File: src/rtl/lagarto_l15_req_arbiter.sv
// ============================================================================
// Module   : lagarto_l15_req_arbiter
// Brief    : Arbitrates the L1.5 request channel between the icache and dcache
//            requesters, routes returns by thread-id tag, and tracks outstanding
//            requests per requester.
// Option   : L15_ARB_FIXED_PRIO_EN selects fixed priority (lowest index wins)
//            instead of round-robin.
// Revision : 1.0 - initial release
// ============================================================================
`default_nettype none

module lagarto_l15_req_arbiter #(
    parameter int NUM_REQ   = 2,
    parameter int ADDR_W    = 40,
    parameter int DATA_W    = 64,
    parameter int MAX_OUTST = 4,
    parameter int TID_W     = 2
) (
    input  logic                      clk_i,
    input  logic                      rstn_i,
    input  logic [NUM_REQ-1:0]        req_val_i,
    input  logic [NUM_REQ*5-1:0]      req_rqtype_i,
    input  logic [NUM_REQ*3-1:0]      req_size_i,
    input  logic [NUM_REQ*ADDR_W-1:0] req_addr_i,
    input  logic [NUM_REQ*DATA_W-1:0] req_data_i,
    output logic [NUM_REQ-1:0]        req_ack_o,
    output logic                      l15_val_o,
    output logic [4:0]                l15_rqtype_o,
    output logic [2:0]                l15_size_o,
    output logic [ADDR_W-1:0]         l15_addr_o,
    output logic [DATA_W-1:0]         l15_data_o,
    output logic [TID_W-1:0]          l15_threadid_o,
    input  logic                      l15_ack_i,
    input  logic                      l15_rtrn_val_i,
    input  logic [TID_W-1:0]          l15_rtrn_threadid_i,
    input  logic [DATA_W-1:0]         l15_rtrn_data_i,
    output logic [NUM_REQ-1:0]        rtrn_val_o,
    output logic [DATA_W-1:0]         rtrn_data_o,
    output logic                      busy_o,
    output logic                      err_o
);

    localparam int CNT_W = 4;
    localparam int SLOTS = 2**TID_W;

    typedef enum logic [0:0] {
        ST_IDLE = 1'b0,
        ST_REQ  = 1'b1
    } state_e;

    state_e             state_q;
    logic [4:0]         rqtype_q;
    logic [2:0]         size_q;
    logic [ADDR_W-1:0]  addr_q;
    logic [DATA_W-1:0]  data_q;
    logic [TID_W-1:0]   grant_q;
    logic               err_q;
`ifndef L15_ARB_FIXED_PRIO_EN
    logic [TID_W-1:0]   rr_ptr_q;
`endif

    // Per-slot views padded to 2**TID_W so a TID_W-wide index never goes out of range.
    logic [SLOTS-1:0]   w_elig;
    logic [4:0]         w_rqtype [SLOTS];
    logic [2:0]         w_size   [SLOTS];
    logic [ADDR_W-1:0]  w_addr   [SLOTS];
    logic [DATA_W-1:0]  w_data   [SLOTS];

    logic [NUM_REQ-1:0] w_inc;
    logic [NUM_REQ-1:0] w_dec;
    logic [NUM_REQ-1:0] w_underflow;
    logic [NUM_REQ-1:0] w_nz;
    logic               w_ack_fire;
    logic               w_bad_tag;
    logic               w_found;
    logic [TID_W-1:0]   w_win;
    logic [TID_W-1:0]   w_idx;

    assign w_ack_fire = (state_q == ST_REQ) && l15_ack_i;
    assign w_bad_tag  = l15_rtrn_val_i &&
                        ({1'b0, l15_rtrn_threadid_i} >= (TID_W+1)'(NUM_REQ));

    for (genvar k = 0; k < SLOTS; k++) begin : g_slot
        if (k < NUM_REQ) begin : g_live
            localparam logic [TID_W-1:0] K = TID_W'(k);
            logic [CNT_W-1:0] cnt_q;

            assign w_rqtype[k]    = req_rqtype_i[k*5 +: 5];
            assign w_size[k]      = req_size_i[k*3 +: 3];
            assign w_addr[k]      = req_addr_i[k*ADDR_W +: ADDR_W];
            assign w_data[k]      = req_data_i[k*DATA_W +: DATA_W];
            assign w_elig[k]      = req_val_i[k] && (cnt_q < CNT_W'(MAX_OUTST));

            assign w_inc[k]       = w_ack_fire && (grant_q == K);
            assign w_dec[k]       = l15_rtrn_val_i && (l15_rtrn_threadid_i == K);
            assign w_underflow[k] = w_dec[k] && !w_inc[k] && (cnt_q == '0);
            assign w_nz[k]        = (cnt_q != '0);
            assign req_ack_o[k]   = w_inc[k];
            assign rtrn_val_o[k]  = rstn_i && w_dec[k];

            // Simultaneous ack and return for this requester cancel out.
            always_ff @(posedge clk_i) begin
                if (!rstn_i) begin
                    cnt_q <= '0;
                end else if (w_inc[k] && !w_dec[k]) begin
                    cnt_q <= cnt_q + CNT_W'(1);
                end else if (w_dec[k] && !w_inc[k] && (cnt_q != '0)) begin
                    cnt_q <= cnt_q - CNT_W'(1);
                end
            end
        end else begin : g_pad
            assign w_rqtype[k] = '0;
            assign w_size[k]   = '0;
            assign w_addr[k]   = '0;
            assign w_data[k]   = '0;
            assign w_elig[k]   = 1'b0;
        end
    end

    always_comb begin
        w_found = 1'b0;
        w_win   = '0;
        w_idx   = '0;
        for (int off = 0; off < NUM_REQ; off++) begin
`ifdef L15_ARB_FIXED_PRIO_EN
            w_idx = TID_W'(off);
`else
            w_idx = TID_W'((int'(rr_ptr_q) + off) % NUM_REQ);
`endif
            if (!w_found && w_elig[w_idx]) begin
                w_found = 1'b1;
                w_win   = w_idx;
            end
        end
    end

    always_ff @(posedge clk_i) begin
        if (!rstn_i) begin
            state_q  <= ST_IDLE;
            rqtype_q <= '0;
            size_q   <= '0;
            addr_q   <= '0;
            data_q   <= '0;
            grant_q  <= '0;
`ifndef L15_ARB_FIXED_PRIO_EN
            rr_ptr_q <= '0;
`endif
        end else begin
            case (state_q)
                ST_IDLE: begin
                    if (w_found) begin
                        state_q  <= ST_REQ;
                        rqtype_q <= w_rqtype[w_win];
                        size_q   <= w_size[w_win];
                        addr_q   <= w_addr[w_win];
                        data_q   <= w_data[w_win];
                        grant_q  <= w_win;
`ifndef L15_ARB_FIXED_PRIO_EN
                        rr_ptr_q <= (w_win == TID_W'(NUM_REQ-1)) ? '0 : w_win + TID_W'(1);
`endif
                    end
                end
                ST_REQ: begin
                    if (l15_ack_i) begin
                        state_q <= ST_IDLE;
                    end
                end
                default: state_q <= ST_IDLE;
            endcase
        end
    end

    always_ff @(posedge clk_i) begin
        if (!rstn_i) begin
            err_q <= 1'b0;
        end else if (w_bad_tag || (|w_underflow)) begin
            err_q <= 1'b1;
        end
    end

    assign l15_val_o      = (state_q == ST_REQ);
    assign l15_rqtype_o   = rqtype_q;
    assign l15_size_o     = size_q;
    assign l15_addr_o     = addr_q;
    assign l15_data_o     = data_q;
    assign l15_threadid_o = grant_q;
    assign rtrn_data_o    = l15_rtrn_data_i;
    assign busy_o         = (state_q == ST_REQ) || (|w_nz);
    assign err_o          = err_q;

endmodule

`default_nettype wire

File: config.mk
export PLATFORM = sky130hd
export DESIGN_NAME = lagarto_l15_req_arbiter
export DESIGN_NICKNAME = d
export VERILOG_FILES = /design/src/rtl/lagarto_l15_req_arbiter.sv
export SDC_FILE = /design/constraint.sdc
export NUM_CORES = 1
export LEC_CHECK = 0
export ABC_AREA = 1
export BUFFER_PORTS_ARGS = -buffer_cell sky130_fd_sc_hd__buf_2
export CORE_AREA = 2 2 186 188
export CTS_BUF_LIST = sky130_fd_sc_hd__clkbuf_8
export DETAILED_ROUTE_END_ITERATION = 7
export DIE_AREA = 0 0 188 190
export HOLD_SLACK_MARGIN = 0.06
export PLACE_DENSITY = 0.57
export SYNTH_ARGS = -nofsm -noshare
export SYNTH_HDL_FRONTEND = slang
export SYNTH_SLANG_ARGS = --single-unit
export TNS_END_PERCENT = 100
File: constraint.sdc
create_clock -name clk_i -period 3.35 [get_ports clk_i]
set_clock_uncertainty 0.15 [all_clocks]
set_input_delay 0.1675 -clock clk_i [delete_from_list [all_inputs] [get_ports clk_i]]
set_output_delay 0.1675 -clock clk_i [all_outputs]
set_load 0.02 [all_outputs]
; Word-level counts from Yosys, hierarchy flattened
; Index checks and enable logic that the tools add are counted.
[totals]
reg_bits = 125
output_inout_bits = 185
wordCells = 93
[op_classes]
addsub = 6
order_cmp = 6
eq_ne = 3
muxes = 28
n_bitwise = 3
reduce_logical = 37
[ops]
columns = cell, n
row1 = 64-bit binary-select mux with 2-bit select, 1
row2 = 64-bit two-way mux, 2
row3 = 40-bit binary-select mux with 2-bit select, 1
row4 = 40-bit two-way mux, 2
row5 = 1-bit logical AND, 19
row6 = 4-bit two-way mux, 4
row7 = 5-bit binary-select mux with 2-bit select, 1
row8 = 5-bit two-way mux, 2
row9 = 1-bit two-way mux, 9
row10 = 4-bit by 1-bit adder with 4-bit output (second input constant), 2
row11 = 4-bit logical NOT, 2
row12 = 4-bit by 3-bit less-than comparator with 1-bit output (second input constant), 2
row13 = 4-bit nonzero test, 2
row14 = 4-bit by 1-bit subtractor with 4-bit output (second input constant), 2
row15 = 3-bit binary-select mux with 2-bit select, 1
row16 = 2-bit by 1-bit equality test with 1-bit output (second input constant), 3
row17 = 3-bit two-way mux, 2
row18 = 1-bit logical NOT, 5
row19 = 2-bit logical NOT, 2
row20 = 2-bit nonzero test, 2
row21 = 2-bit OR reduction, 2
row22 = 3-bit greater-or-equal comparator (second input constant), 1
row23 = 1-bit by 3-bit less-than comparator with 1-bit output (second input constant), 1
row24 = 2-bit by 3-bit less-than comparator with 1-bit output (second input constant), 1
row25 = 10 further kinds, 12

; Logic depth before layout (Yosys ltp)
[depth]
ltp_word = 12
depth_mapped = 12

; Worst setup path after synthesis
; Ideal clock, no wire load.
[synth_timing]
path_kind = register -> register
start = register state_q (netlist: l15_val_o)
end = register g_slot[0].g_live.cnt_q[3]
setup_time_ps = 115
arrival_ps = 1706
path_slack_ps = 1379
path_stages_with_launch = 11
path_buffers = 0
synth_period_minus_slack_ps = 1971
cell_sequence = dfxtp_1 -> nand3_1 -> inv_1 -> nand2_1 -> ha_1 -> nand3_1 -> nand3_1 -> inv_1 -> nand2_1 -> a21oi_1 -> nor2_1
[synth_via]
elab_chain_len = 6
elab_cells_between_ends = 8
classes_between = 1 x mux / 7 x reduce/logical
[synth_lines]
columns = item, line
row1 = start: declaration, 51  ; state_e state_q;
row2 = start signal: assignment, 139  ; state_q <= ST_IDLE;
row3 = start signal: assignment, 152  ; state_q <= ST_REQ;
row4 = start signal: assignment, 165  ; state_q <= ST_IDLE;
row5 = 1-bit logical AND (*), 79  ; assign w_ack_fire = (state_q == ST_REQ) && l15_ack_i;
row6 = 1-bit logical AND (*), 94  ; assign w_inc[k] = w_ack_fire && (grant_q == K);
row7 = net req_ack_o[0], 26  ; output logic [NUM_REQ-1:0] req_ack_o,
row8 = 1-bit logical NOT, 107  ; end else if (w_dec[k] && !w_inc[k] && (cnt_q != '0)) begin
row9 = 1-bit logical AND (2 in series), 107
row10 = 2-bit nonzero test (no source line), n/a
row11 = end signal: assignment, 106  ; cnt_q <= cnt_q + CNT_W'(1);
row12 = end signal: assignment, 108  ; cnt_q <= cnt_q - CNT_W'(1);
row13 = end: declaration, 86  ; logic [CNT_W-1:0] cnt_q;
; Mark *: on every way through the listed nets, which the timed path passes. The rest lies on a longest branch.
; A chain may end at the register's enable or synchronous reset.

; Final worst setup path
[layout_timing]
start = register g_slot[1].g_live.cnt_q[2]
end = register rqtype_q[4] (netlist: l15_rqtype_o[4])
[layout_via]
elab_chain_len = 12
elab_cells_between_ends = 17
classes_between = 1 x order compare / 11 x mux / 1 x bitwise / 4 x reduce/logical
[layout_lines]
columns = item, line
row1 = start: declaration, 86
row2 = start signal: assignment, 106
row3 = start signal: assignment, 108
row4 = 4-bit by 3-bit less-than comparator with 1-bit output (*), 92  ; assign w_elig[k] = req_val_i[k] && (cnt_q < CNT_W'(MAX_OUTST));
row5 = 1-bit logical AND (*), 92
row6 = 1-bit two-way mux (not written as such) (2 in series), 130  ; if (!w_found && w_elig[w_idx]) begin
row7 = 1-bit two-way mux, 130
row8 = 1-bit logical NOT, 130
row9 = 1-bit logical AND, 130
row10 = 2-bit two-way mux, 130
row11 = 2-bit NOT with 3-bit output (not written as such), 153  ; rqtype_q <= w_rqtype[w_win];
row12 = 5-bit binary-select mux with 2-bit select, 153
row13 = 5-bit two-way mux (not written as such) (2 in series), 153
row14 = end signal: assignment, 153
row15 = end: declaration, 52  ; logic [4:0] rqtype_q;
; Mark *: on every way between the ends. The rest lies on a longest branch, timed or not. The select of a mux whose other input is x is not followed.

==> key figures <==
Drt
  – # DRC: 0
  – Max layer used: met4
  – DR vias: 8394
  – Final ANT Viol Nets: 0
  – First DRT Iteration DRCs: 354
  – Drt wl/cell: 12.9 um
  – Met3 routed WL: 1820 um
  – Vias per cell: 4.21
  – Post-Route M1 WL: 10600 um
  – Aggregate routed wire length: 25700 um
  – TritonRoute pass-1 iters: 5
  – Met2 WL post-DR: 12600 um

STA
  – Relative slew slack: 56.2%
  – Sum Neg Setup Slack: 0 ns
  – Fmax: 348 MHz
  – Final setup violation count: 0
  – Period minus WS final: 2.88 ns
  – RSZ-0062 raised after global routing: no
  – Count of pins over their slew limit: 0
  – Min Hold Slack: 0.123 ns
  – Fin crit share: 85.8%
  – Slew @ Worst Pin: 0.657 ns
  – Number of hold violations in the final report: 0

Synth
  – Post-synth top area share: 36.9%
  – Yosys warns: 0
  – Mux contribution to synthesized area: 0%
  – Syn avg cell area: 6.42 um2
  – Flops & latches, synth: 124
  – Xor and xnor fraction of the mapped netlist area: 0.261%
  – Synth Area in Simple Gates: 37.9%
  – Synth top area cells: dfxtp_1 37%, nand2_1 26%, nand3_1 9.6%
  – Netlist cell types: 23
  – Complex-gate fraction of the synthesized area: 9.16%
  – Mapped cell area: 6720 um2
  – Post-Syn Nets: 1349
  – Largest family of logic cells by synthesized area: simple AND/OR/NAND/NOR gates
  – Synth Area in Adders: 1.34%
  – Leading area contributor after synthesis: dfxtp_1
  – Syn Inst Count: 1047
  – Seq/Total Area, Yosys: 36.9%

Cells and area
  – Nets: 1826
  – Share of layout cells above drive strength 1: 26.2%
  – Cell area after layout: 11100 um2
  – Fill cell count: 3574
  – Final core occ: 32.7%
  – Syn-to-layout area delta: 65.1%
  – # diodes: 0

Worst setup path
  – Crit-path max FO: 113
  – Data required time of the worst path: 3.59 ns
  – CP Capture Type: flip-flop
  – Critical path launch point type: flip-flop
  – Worst Setup Path Type: flip-flop to flip-flop
  – Worst Path Arrival: 3.11 ns

GRT
  – Global Route Usage Sum: 13.9%
  – Largest net degree at the start of global routing: 114
  – GRT overflow: 0
  – Vias in the first global route: 8292
  – First-pass GRT wire length: 40600 um
  – Initial antenna violation count: 1

Power and ir drop
  – Max IR drop VDD: 347 uV
  – Pwr/cell area: 624 nW/um2
  – Lkg Pwr: 5.57 nW

Die
  – Core area: 33900 um2
  – IO Pins: 481
  – Initial Util: 19.8%
  – Die Area: 35700 um2
  – Row cnt: 68
  – Die X: 188 um
  – Die Y-Extent: 190 um

CTS
  – Latest clock arrival within the worst-skew pair: 0.44 ns
  – Total setup buffers inserted after CTS: 0
  – Root Driver: clkbuf_8
  – Total CTS buffers: 17
  – CTS tree: done
  – Post-CTS Resized: 0
  – Clock transition at path regs: 0.09 ns
  – Clock H-tree levels: 4
  – CTS Buffer Depth: 2
  – Clock Sinks: 124

Worst hold path
  – Tightest Hold Check Type: primary input to flip-flop

Placed design
  – Placer congestion estimate: 0.846
  – Post-DP Area: 8310 um2
  – DP Wirelength: 16800 um
  – Port bufs: 351

Job
  – Max cap viols: 0

Outcome
  – Outcome: complete, no violations
## layer usage
| layer | GRT usage, % | up-vias |
|---|---|---|
| met5 | 0 | - |
| met4 | 6.06 | 0 |
| met3 | 4.08 | 49 |
| met2 | 24.9 | 364 |
| met1 | 15.4 | 3767 |
| li1 | - | 4214 |
## report_power, final
part	total, mW	internal, mW	switching, mW
sequential	2.01	1.82	0.192
combinational	3.53	1.47	2.06
clock	1.39	0.725	0.666
total	6.93	4.01	2.92
## synthesized netlist by cell type
master	number
a21oi_1	117
buf_1	4
buf_2	28
buf_4	81
buf_6	2
clkbuf_1	23
clkinv_1	2
conb_1	1
dfxtp_1	124
fa_1	2
ha_1	4
inv_1	17
inv_2	6
nand2_1	474
nand2_2	2
nand3_1	129
nand3_2	1
nor2_1	20
nor2_4	2
o21ai_0	3
o21ai_1	3
xnor2_1	1
xor2_1	1
## path summary, 6_finish.rpt
kind / to / cells after the start / startpoint / slack [ns]
worst max-delay path: l15_rqtype_o[4] / 10 / g_slot[1].g_live.cnt_q[2] / 0.47
worst min-delay path: l15_threadid_o[0] / 6 / req_val_i[0] / 0.12
worst min register to register: l15_addr_o[2] / 2 / l15_addr_o[2] / 0.31
worst max register to register: l15_rqtype_o[4] / 10 / g_slot[1].g_live.cnt_q[2] / 0.47
## critical path, cell delays in order, from the launching register on
cell,delay (ns)
dfxtp_1,0.35
inv_2,0.05
nand2_1,0.07
nor2_4,0.16
buf_12,0.42
nand3_1,0.18
nand2_1,0.11
dlygate4sd3_1,0.54
nand2_1,0.06
a21oi_1,0.14
dlygate4sd3_1,0.56
## per-stage QoR
stage	total power [mW]	instances	setup WS (ns)
4_1_cts	6.98	1992	0.489
2_1_floorplan	4.14	1047	1.38
5_1_grt	7.48	1992	0.287
3_5_place_dp	4.87	1723	1.29
3_3_place_gp	4.84	1723	1.28
6_report	6.93	1992	0.475
## cell usage in the layout (no fill, tap or decap), types with 2 or more instances in the layout
cell / instances
clkbuf_8: 20
fa_1: 2
nand2_1: 474
inv_2: 4
inv_1: 17
ha_1: 4
nand3_1: 129
nor2_1: 20
clkinv_1: 2
o21ai_0: 3
nor2_4: 2
clkinv_4: 3
a21oi_1: 117
buf_4: 4
inv_4: 2
o21ai_1: 3
bufinv_16: 2
dlygate4sd3_1: 237
dfxtp_1: 124
clkinvlp_4: 5
buf_2: 351
buf_12: 4
nand2_4: 2
## flip-flops by register name, indices dropped and copies added (netlist names)
name / cells
rr_ptr_q: 1
l15_threadid_o: 1
g_slot.g_live.cnt_q: 8
l15_size_o: 3
l15_rqtype_o: 5
err_o: 1
l15_addr_o: 40
l15_val_o: 1
l15_data_o: 64
## cells by family after synthesis
logic type                 after synthesis
other                                    1
and+or+nand+nor                        628
adders and majority gates                6
xor gates and xnor gates                 2
buffers and inverters                  163
DFF                                    124
AOI/OAI and AO/OA                      123
## cell type report
| class | count | area [um2] | area share (%) |
|---|---|---|---|
| clock buffer | 20 | 275 | 2.48 |
| inverter | 25 | 98.8 | 0.891 |
| multi-input combinational | 760 | 3290 | 29.7 |
| timing repair buffer | 596 | 4240 | 38.2 |
| tap | 455 | 569 | 5.13 |
| sequential | 124 | 2480 | 22.4 |
| clock inverter | 12 | 138 | 1.24 |
## timing repair
action	in CTS	in global routing
hold endpoints to repair	123	0
hold buffers	237	0
endpoints found under the setup margin	0	0
No activity file was read; power rests on OpenSTA's default activity.
